===== config.mk =====
export PLATFORM = sky130hd
export DESIGN_NAME = drum_init_loader
export DESIGN_NICKNAME = d
export VERILOG_FILES = /design/src/rtl/drum_pkg.sv /design/src/rtl/drum_grid_counter.sv /design/src/rtl/drum_init_loader.sv
export SDC_FILE = /design/constraint.sdc
export NUM_CORES = 1
export LEC_CHECK = 0
export ABC_AREA = 1
export CAP_MARGIN = 20
export CORE_MARGIN = 2
export CORE_UTILIZATION = 35
export DETAILED_ROUTE_END_ITERATION = 8
export PLACE_DENSITY = 0.59
export RECOVER_POWER = 25
export SYNTH_ARGS = -nofsm -noshare
export SYNTH_HDL_FRONTEND = slang
export SYNTH_SLANG_ARGS = --single-unit

===== constraint.sdc =====
create_clock -name clk -period 7.9 [get_ports clk]
set_clock_uncertainty 0.05 [all_clocks]
set_input_delay 1.58 -clock clk [delete_from_list [all_inputs] [get_ports clk]]
set_output_delay 1.58 -clock clk [all_outputs]
set_load 0.02 [all_outputs]

===== src/rtl/drum_pkg.sv =====
// +----------------------------------------------------------------------------+
// | drum_pkg: shared grid geometry, widths and loader state encoding.          |
// | Revision: 1.0                                                              |
// +----------------------------------------------------------------------------+
`default_nettype none
`timescale 1ns/1ps

package drum_pkg;

  localparam int N_ROWS     = 30;
  localparam int N_COLS     = 30;
  localparam int NODE_W     = 18;
  localparam int LUT_ADDR_W = 19;
  localparam int IDX_W      = 5;

  typedef enum logic [1:0] {
    ST_IDLE = 2'd0,
    ST_LOAD = 2'd1,
    ST_DONE = 2'd2
  } loader_state_e;

endpackage

`default_nettype wire


===== src/rtl/drum_grid_counter.sv =====
// +----------------------------------------------------------------------------+
// | drum_grid_counter: column-major row/col counter with wrap and last flag.   |
// | Revision: 1.0                                                              |
// +----------------------------------------------------------------------------+
`default_nettype none
`timescale 1ns/1ps

module drum_grid_counter #(
  parameter int N_ROWS = drum_pkg::N_ROWS,
  parameter int N_COLS = drum_pkg::N_COLS
) (
  input  logic                       clk,
  input  logic                       reset,
  input  logic                       clear,
  input  logic                       advance,
  output logic [drum_pkg::IDX_W-1:0] row,
  output logic [drum_pkg::IDX_W-1:0] col,
  output logic                       last
);
  import drum_pkg::*;

  localparam logic [IDX_W-1:0] ROW_MAX = IDX_W'(N_ROWS - 1);
  localparam logic [IDX_W-1:0] COL_MAX = IDX_W'(N_COLS - 1);

  logic [IDX_W-1:0] row_d, row_q;
  logic [IDX_W-1:0] col_d, col_q;

  always_comb begin
    row_d = row_q;
    col_d = col_q;
    if (clear) begin
      row_d = '0;
      col_d = '0;
    end else if (advance) begin
      // Rows are the inner loop; the column steps only when a row pass wraps.
      if (row_q == ROW_MAX) begin
        row_d = '0;
        col_d = (col_q == COL_MAX) ? '0 : col_q + IDX_W'(1);
      end else begin
        row_d = row_q + IDX_W'(1);
      end
    end
  end

  always_ff @(posedge clk) begin
    if (reset) begin
      row_q <= '0;
      col_q <= '0;
    end else begin
      row_q <= row_d;
      col_q <= col_d;
    end
  end

  assign row  = row_q;
  assign col  = col_q;
  assign last = (row_q == ROW_MAX) && (col_q == COL_MAX);

endmodule

`default_nettype wire


===== src/rtl/drum_init_loader.sv =====
// +----------------------------------------------------------------------------+
// | drum_init_loader: sweeps the init LUT and streams every node to memories.  |
// | Revision: 1.0                                                              |
// +----------------------------------------------------------------------------+
`default_nettype none
`timescale 1ns/1ps

module drum_init_loader #(
  parameter int N_ROWS = drum_pkg::N_ROWS,
  parameter int N_COLS = drum_pkg::N_COLS,
  parameter int NODE_W = drum_pkg::NODE_W
) (
  input  logic                            clk,
  input  logic                            reset,
  input  logic                            start,
  output logic [drum_pkg::LUT_ADDR_W-1:0] lut_addr,
  input  logic [NODE_W-1:0]               lut_data,
  output logic                            wr_valid,
  input  logic                            wr_ready,
  output logic [drum_pkg::IDX_W-1:0]      wr_col,
  output logic [drum_pkg::IDX_W-1:0]      wr_row,
  output logic [NODE_W-1:0]               wr_data,
  output logic                            busy,
  output logic                            done
);
  import drum_pkg::*;

  loader_state_e     state_d, state_q;
  logic              pending_d, pending_q;
  logic              wr_valid_d, wr_valid_q;
  logic [NODE_W-1:0] wr_data_d, wr_data_q;
  logic [IDX_W-1:0]  wr_row_d, wr_row_q;
  logic [IDX_W-1:0]  wr_col_d, wr_col_q;
  logic              busy_d, busy_q;
  logic              done_d, done_q;

  logic              cnt_clear;
  logic              cnt_advance;
  logic              cnt_last;
  logic [IDX_W-1:0]  cnt_row;
  logic [IDX_W-1:0]  cnt_col;
  logic              accept;
  logic              load;

  drum_grid_counter #(
    .N_ROWS (N_ROWS),
    .N_COLS (N_COLS)
  ) u_grid_counter (
    .clk     (clk),
    .reset   (reset),
    .clear   (cnt_clear),
    .advance (cnt_advance),
    .row     (cnt_row),
    .col     (cnt_col),
    .last    (cnt_last)
  );

  // pending_q marks that the counters point at a node not yet captured.
  assign accept = wr_valid_q && wr_ready;
  assign load   = (state_q == ST_LOAD) && pending_q && (!wr_valid_q || wr_ready);

  always_comb begin
    state_d     = state_q;
    pending_d   = pending_q;
    wr_valid_d  = wr_valid_q;
    wr_data_d   = wr_data_q;
    wr_row_d    = wr_row_q;
    wr_col_d    = wr_col_q;
    busy_d      = busy_q;
    done_d      = 1'b0;
    cnt_clear   = 1'b0;
    cnt_advance = 1'b0;
    case (state_q)
      ST_IDLE: begin
        if (start) begin
          state_d   = ST_LOAD;
          pending_d = 1'b1;
          busy_d    = 1'b1;
          cnt_clear = 1'b1;
        end
      end
      ST_LOAD: begin
        if (load) begin
          wr_valid_d = 1'b1;
          wr_data_d  = lut_data;
          wr_row_d   = cnt_row;
          wr_col_d   = cnt_col;
          if (cnt_last) begin
            pending_d = 1'b0;
          end else begin
            cnt_advance = 1'b1;
          end
        end else if (accept) begin
          wr_valid_d = 1'b0;
        end
        if (accept && !pending_q) begin
          state_d = ST_DONE;
          busy_d  = 1'b0;
          done_d  = 1'b1;
        end
      end
      ST_DONE: begin
        state_d = ST_IDLE;
      end
      default: begin
        state_d = ST_IDLE;
      end
    endcase
  end

  always_ff @(posedge clk) begin
    if (reset) begin
      state_q    <= ST_IDLE;
      pending_q  <= 1'b0;
      wr_valid_q <= 1'b0;
      wr_data_q  <= '0;
      wr_row_q   <= '0;
      wr_col_q   <= '0;
      busy_q     <= 1'b0;
      done_q     <= 1'b0;
    end else begin
      state_q    <= state_d;
      pending_q  <= pending_d;
      wr_valid_q <= wr_valid_d;
      wr_data_q  <= wr_data_d;
      wr_row_q   <= wr_row_d;
      wr_col_q   <= wr_col_d;
      busy_q     <= busy_d;
      done_q     <= done_d;
    end
  end

  assign lut_addr = ((state_q == ST_LOAD) && pending_q)
                  ? LUT_ADDR_W'(cnt_row) * LUT_ADDR_W'(N_COLS) + LUT_ADDR_W'(cnt_col)
                  : '0;

  assign wr_valid = wr_valid_q;
  assign wr_data  = wr_data_q;
  assign wr_row   = wr_row_q;
  assign wr_col   = wr_col_q;
  assign busy     = busy_q;
  assign done     = done_q;

endmodule

`default_nettype wire


==> impl_metrics.yaml, run 1 <==
synth:
  syn_inst: 354
  postSynthAreaPerCell_um2: 7.44
  synth_xor_xnor_area_share_pct: 1.66
  yosysUniqueCellTypes: 32
  synth-seq-cells: 44
  synthTopCellsByArea: "dfxtp_1 (33%), ha_1 (10%), nor2_1 (8.8%), inv_1 (7.1%), nand2_1 (6.7%)"
  seq_area_frac_synth_pct: 33.4
  synth_fa_ha_area_share_pct: 16.0
  muxShareOfSynthArea_pct: 0
  synth_simple_gate_area_share_pct: 24.2
  synth_largest_area_cell: "dfxtp_1"
  yosys_warnings: 0
  synth_area_um2: 2640
  synth_compound_area_share_pct: 12.1
  synth_top_family_by_area: "simple AND/OR/NAND/NOR gates"
  synth_top_area_share_pct: 33.4
sta:
  max_freq_mhz: 171
  final-hold-violation-count: 0
  finalCriticalPeriod_ns: 5.84
  timing.final.crit_share_pct: 73.9
  setup_ws_ns: 2.06
  worstMarginPinSlew_ns: 1.00
  drv_slew: 0
  slew_headroom_pct: 32.9
  tns_ns: 0
  rsz0062_at_grt: "no"
  setup_viol: 0
detailed_routing:
  drtIter0Drc: 119
  vias: 2313
  first_pass_iters: 4
  finalWirelength_um: 6020
  viasPerCell: 4.50
  drcViolationCount: 0
  drt.antenna.violating_nets: 0
  wl_per_cell_um: 11.7
worst_hold_path:
  min_path_type: "reg2reg"
global_route:
  grt_pass1_wl_um: 10200
  track_usage_pct: 15.0
  grt_max_degree: 44
  first_global_vias: 2135
  globalRouteOverflowTotal: 0
  antenna_found_initial: 0
final_layout:
  area.growth.synth_to_final_pct: 29.1
  multi_input_area_um2: 1450
  regArea_um2: 881
  drive_above_1_share_pct: 4.34
  final_nets: 465
  fill_cells: 742
  final_util_pct: 46.9
  num_antenna_cells: 0
cts:
  clk_pin_slew_ns: 0.08
  cts_tree: "built"
  cts_buffer_depth: 2
  clock_sinks: 44
  h-tree-depth: 2
  cts_buffers: 5
  post_cts_resized: 0
  postCtsSetupBuffers: 0
  clock_latency_ns: 0.30
  postCtsHoldBufs: 0
  root_buffer: "clkbuf_8"
critical_path:
  crit_type: "reg2out"
  cp_max_fo: 6
  end_kind: "output port"
  critical_path_arrival_ns: 4.21
  startpoint_type: "flip-flop"
  worst-path-buf-inv: 3
  path_cells: "fa_1 > fa_1 > inv_1 > fa_1 > inv_1 > ha_1 > nand2_1 > nor2_1 > nor2_1 > nor2_1 > nand3_1 > nor2_1 > a21oi_1 > nor2_1 > clkdlybuf4s50_1"
  cpMostUsedCell: "nor2_1"
  cp_top_family: "adder cells"
  crit_required_ns: 6.27
  crit_path_max_incr_delay_ns: 0.61
  worst_path_max_delay_cell: "clkdlybuf4s50_1"
power:
  power_leakage_nw: 1.60
  peakVddDrop_v: 0.0000685
  totalPowerFinal_mw: 0.482
  powerDensity_nw_per_um2: 142
floorplan:
  die_w_um: 90.8
  die_h_um: 90.8
  dieArea_um2: 8240
  ios: 72
  core-area_um2: 7250
  rows: 31
  initial_core_util_pct: 36.3
status:
  status: "complete, no violations"
placement:
  dp_hpwl_um: 4590
  io_buffers: 63
  pre_cts_ws_ns: 2.42
  gp_congestion: 0.840
job:
  cap_viol_max_count: 0
power breakdown:
part	total, mW	switching (mW)	internal, mW
registers	0.236	0.00520	0.231
logic	0.0650	0.0367	0.0283
clock network	0.181	0.0774	0.103
total	0.482	0.119	0.362
tightest hold or removal path: cells and delay by family (launching register included):
family / cells / cell delay [ns]
flip-flops: 1 / 0.31
AO/OA/AOI/OAI: 1 / 0.05
AND/OR/NAND/NOR: 1 / 0.06
cells by family (layout without fill, tap and decap cells):
kind of cell / after synthesis / after routing
simple gates: 147 / 147
buf+inv: 68 / 122
compound gates: 60 / 60
flops: 44 / 44
fa+ha+maj: 29 / 29
xor+xnor: 5 / 5
other cells: 1 / 8
metrics by stage:
step                      std cells  hold slack, ns  instance area (um^2)
final                           514           0.413                  3400
after floorplan                 361           0.436                  2660
after detailed placement        506           0.408                  3280
after CTS                       514           0.419                  3400
after global placement          506           0.402                  3280
after global routing            514           0.441                  3400
final timing paths:
path	cells after the start	slack, ns	to	start
min reg2reg	2	0.41	wr_row[0]	wr_row[0]
max reg2reg	8	5.25	u_grid_counter.col[0]	state_q[0]
max	15	2.06	lut_addr[9]	u_grid_counter.row[0]
min	2	0.41	wr_row[0]	wr_row[0]
cell usage in the layout, fill, tap and decap left out, types with 2 or more instances in the layout:
master | Yosys | final
nand3_1 | 16 | 16
nand4_1 | 7 | 7
o21ai_1 | 2 | 2
nor3_1 | 5 | 5
fa_1 | 8 | 8
dfxtp_1 | 44 | 44
clkdlybuf4s50_1 | 0 | 44
clkbuf_8 | 0 | 6
a21oi_1 | 26 | 26
nor2_1 | 62 | 62
nand2_1 | 47 | 47
nand3b_1 | 2 | 2
nor2_2 | 2 | 2
xor2_1 | 5 | 5
inv_1 | 50 | 50
dlygate4sd3_1 | 0 | 19
ha_1 | 21 | 21
o21ai_0 | 28 | 28
conb_1 | 1 | 8
cells in the mapped netlist:
cell	number
nor2_1	62
inv_1	50
nand2_1	47
dfxtp_1	44
o21ai_0	28
a21oi_1	26
ha_1	21
nand3_1	16
buf_4	10
fa_1	8
nand4_1	7
nor3_1	5
xor2_1	5
buf_2	2
buf_6	2
clkbuf_1	2
nand3b_1	2
nor2_2	2
o21ai_1	2
a21oi_4	1
buf_12	1
conb_1	1
inv_2	1
nand2_2	1
nand2_4	1
nand3_2	1
nor2_4	1
nor3b_1	1
o21ai_2	1
o22ai_1	1
o31ai_1	1
or2_2	1
flip-flops by register name (all words and copies together) (netlist names):
register,count
u_grid_counter.row,5
state_q,2
wr_row,5
done,1
wr_valid,1
busy,1
wr_col,5
wr_data,18
u_grid_counter.col,5
pending_q,1
routing by layer:
metal / vias up / routed length (um) / GRT usage, %
met5: - / 0 / 0
met4: 0 / 64 / 4.62
met3: 7 / 244 / 3.09
met2: 45 / 2780 / 23.3
met1: 1027 / 2930 / 20.9
li1: 1234 / - / -
layout make-up:
type,count,area share (%)
multi-input cells,249,42.7
flip-flops and latches,44,25.9
repair buffers,63,18.5
inverters,51,5.63
well taps,99,3.64
clock buffers,6,2.43
clock inverters,2,1.14
Note: power is estimated with default switching activity, not from simulation.
==> run 2: changes to the inputs <==
--- a/config.mk
+++ b/config.mk
@@ -10,7 +10,7 @@
 export CORE_MARGIN = 2
 export CORE_UTILIZATION = 35
 export DETAILED_ROUTE_END_ITERATION = 8
-export PLACE_DENSITY = 0.59
+export PLACE_DENSITY = 0.62
 export RECOVER_POWER = 25
 export SYNTH_ARGS = -nofsm -noshare
 export SYNTH_HDL_FRONTEND = slang
==> constraint.sdc (replaced) <==
create_clock -name clk -period 4.95 [get_ports clk]
set_clock_uncertainty 0.05 [all_clocks]
set_input_delay 0.99 -clock clk [delete_from_list [all_inputs] [get_ports clk]]
set_output_delay 0.99 -clock clk [all_outputs]
set_load 0.02 [all_outputs]
==> run 2 against run 1 <==
Effect of this change: sequential power increased by 59%; sequential share of layout area decreased by 0.25 points; final cell count increased by 0.58%; setup slack got worse by 1.9 ns; register-to-register slack got worse by 3.3 ns; die area unchanged; critical path type unchanged; largest cell class unchanged.
==> impl_metrics.yaml, run 2 (synthesized netlist as in run 1, its figures left out) <==
floorplan:
  die_h_um: 90.8
  initial_core_util_pct: 36.3
  core-area_um2: 7250
  die_w_um: 90.8
  ios: 72
  rows: 31
  dieArea_um2: 8240
final_layout:
  final_common_cell: "nor2_1"
  num_antenna_cells: 0
  area.growth.synth_to_final_pct: 30.7
  drive_above_1_share_pct: 5.98
  final_util_pct: 47.5
  largest_reg_flops: 18
  layout.cells.non_filler: 517
  mostFrequentLayoutCells: "nor2_1 (61), inv_1 (49), nand2_1 (47), dfxtp_1 (42), clkdlybuf4s50_1 (41)"
  final_nets: 468
critical_path:
  cpMostUsedCell: "fa_1"
  critical_path_arrival_ns: 3.72
  path_cells: "fa_1 > fa_1 > inv_1 > fa_1 > inv_1 > ha_4 > nand2_1 > nand2_1 > nor2_1 > o21ai_0 > a21oi_1 > clkdlybuf4s50_1"
  cp_max_fo: 6
  reg2reg_depth: 9
  crit_path_max_incr_delay_ns: 0.62
  worst_path_max_delay_cell: "clkdlybuf4s50_1"
  crit_required_ns: 3.91
  crit_type: "reg2out"
  end_kind: "output port"
  startpoint_type: "flip-flop"
cts:
  h-tree-depth: 2
  root_buffer: "clkbuf_8"
  cts_buffers: 5
  cts_tree: "built"
  clk_pin_slew_ns: 0.07
  cts_buffer_depth: 2
  clock_latency_ns: 0.29
  clock_sinks: 44
placement:
  placed_cells: 509
  gp_congestion: 0.816
  dp_hpwl_um: 4580
  io_buffers: 63
job:
  cap_viol_max_count: 0
global_route:
  grt_busiest_layer: "met2"
  use_met2_pct: 24.6
  first_global_vias: 2176
  track_usage_pct: 14.3
  antenna_found_initial: 0
  grt_use_met1_pct: 18.6
  grt_max_degree: 28
  grt_pass1_wl_um: 9870
  globalRouteOverflowTotal: 0
  globalRouteMet3Util_pct: 2.75
power:
  peakVddDrop_v: 0.000120
  power_leakage_nw: 1.68
  p_switching_mw: 0.182
  netSwitchingFraction_pct: 23.5
  p_comb_share_pct: 13.5
  clock_power_share_pct: 37.9
  power_frac_seq_pct: 48.6
  totalPowerFinal_mw: 0.775
  p_int_mw: 0.592
  powerDensity_nw_per_um2: 225
sta:
  setup_viol: 0
  slew_headroom_pct: 16.7
  max_freq_mhz: 210
  tns_ns: 0
  worstMarginPinSlew_ns: 1.25
  rsz0062_at_grt: "no"
  final-hold-violation-count: 0
  timing.final.crit_share_pct: 96.2
  finalCriticalPeriod_ns: 4.76
  drv_slew: 0
detailed_routing:
  wl_per_cell_um: 11.3
  finalWirelength_um: 5850
  viasPerCell: 4.53
  drt.antenna.violating_nets: 0
  drcViolationCount: 0
  drtIter0Drc: 110
  first_pass_iters: 6
  vias: 2344
worst_hold_path:
  min_path_type: "reg2reg"
  hold_depth: 2
status:
  status: "complete, no violations"
-- run 2: cell count changes in the layout (fill, tap and decap cells not counted), moves of 2 or more --
cell             delta
clkdlybuf4s50_1     -3
dfxtp_1             -2
dlymetal6s2s_1      +3
buf_4               +3
dfxtp_2             +2
dlygate4sd2_1       +2
dlygate4sd3_1       -2
-- run 2: area by class of cell --
type                       instances  area (um^2)
clock buffer                       7         96.3
clock inverter                     1         30.0
fill                             753         3810
inverter                          51          195
multi-input combinational        249         1460
sequential                        44          883
tap                               99          124
timing repair buffer              66          658
-- run 2: worst paths after layout --
| kind | from | to | slack (ns) |
|---|---|---|---|
| worst max-delay path | u_grid_counter.row[0] | lut_addr[5] | 0.19 |
| worst min register to register | wr_row[0] | wr_row[0] | 0.42 |
| worst max register to register | state_q[0] | u_grid_counter.col[0] | 1.98 |
| worst min-delay path | wr_row[0] | wr_row[0] | 0.42 |
-- run 2: power by group through the flow --
stage / Sequential (mW) / Clock [mW] / Combinational (mW)
after floorplan: 0.400 / 0 / 0.0489
after global placement: 0.385 / 0 / 0.108
after detailed placement: 0.385 / 0 / 0.108
after CTS: 0.377 / 0.303 / 0.108
after global routing: 0.378 / 0.315 / 0.115
final: 0.376 / 0.294 / 0.104
-- run 2: what timing repair did --
action / 4_1_cts / 5_1_grt
pin swaps: 0 / 0
hold buffers: 0 / 0
hold endpoints to repair: 0 / 0
buffers inserted: 0 / 0
gates resized for setup: 3 / 7
setup endpoints to repair: 2 / 6
-- run 2: worst max-delay path, delay by kind of cell (launching register included) --
kind | cells | cell delay, ns
adder cells (fa/ha/maj) | 4 | 1.79
flip-flops | 1 | 0.36
buffers and inverters | 3 | 0.74
AO/OA/AOI/OAI | 2 | 0.26
AND/OR/NAND/NOR | 3 | 0.28
-- run 2: per-stage QoR --
step | instance area (um^2) | hold slack, ns | setup slack [ns]
finish | 3440 | 0.415 | 0.190
global route | 3440 | 0.446 | 0.0347
CTS | 3430 | 0.419 | 0.0423
detailed placement | 3300 | 0.407 | 0.121
global placement | 3300 | 0.402 | 0.231
floorplan | 2660 | 0.436 | 0.712
-- run 2: metal layers --
metal  share of wire, %  vias to the layer above  routed length [um]
li1                   -                     1235                   -
met5                  0                        -                   0
met1                 47                     1056                2740
met3                4.2                        4                 243
met4               0.72                        0                  42
met2                 48                       49                2820
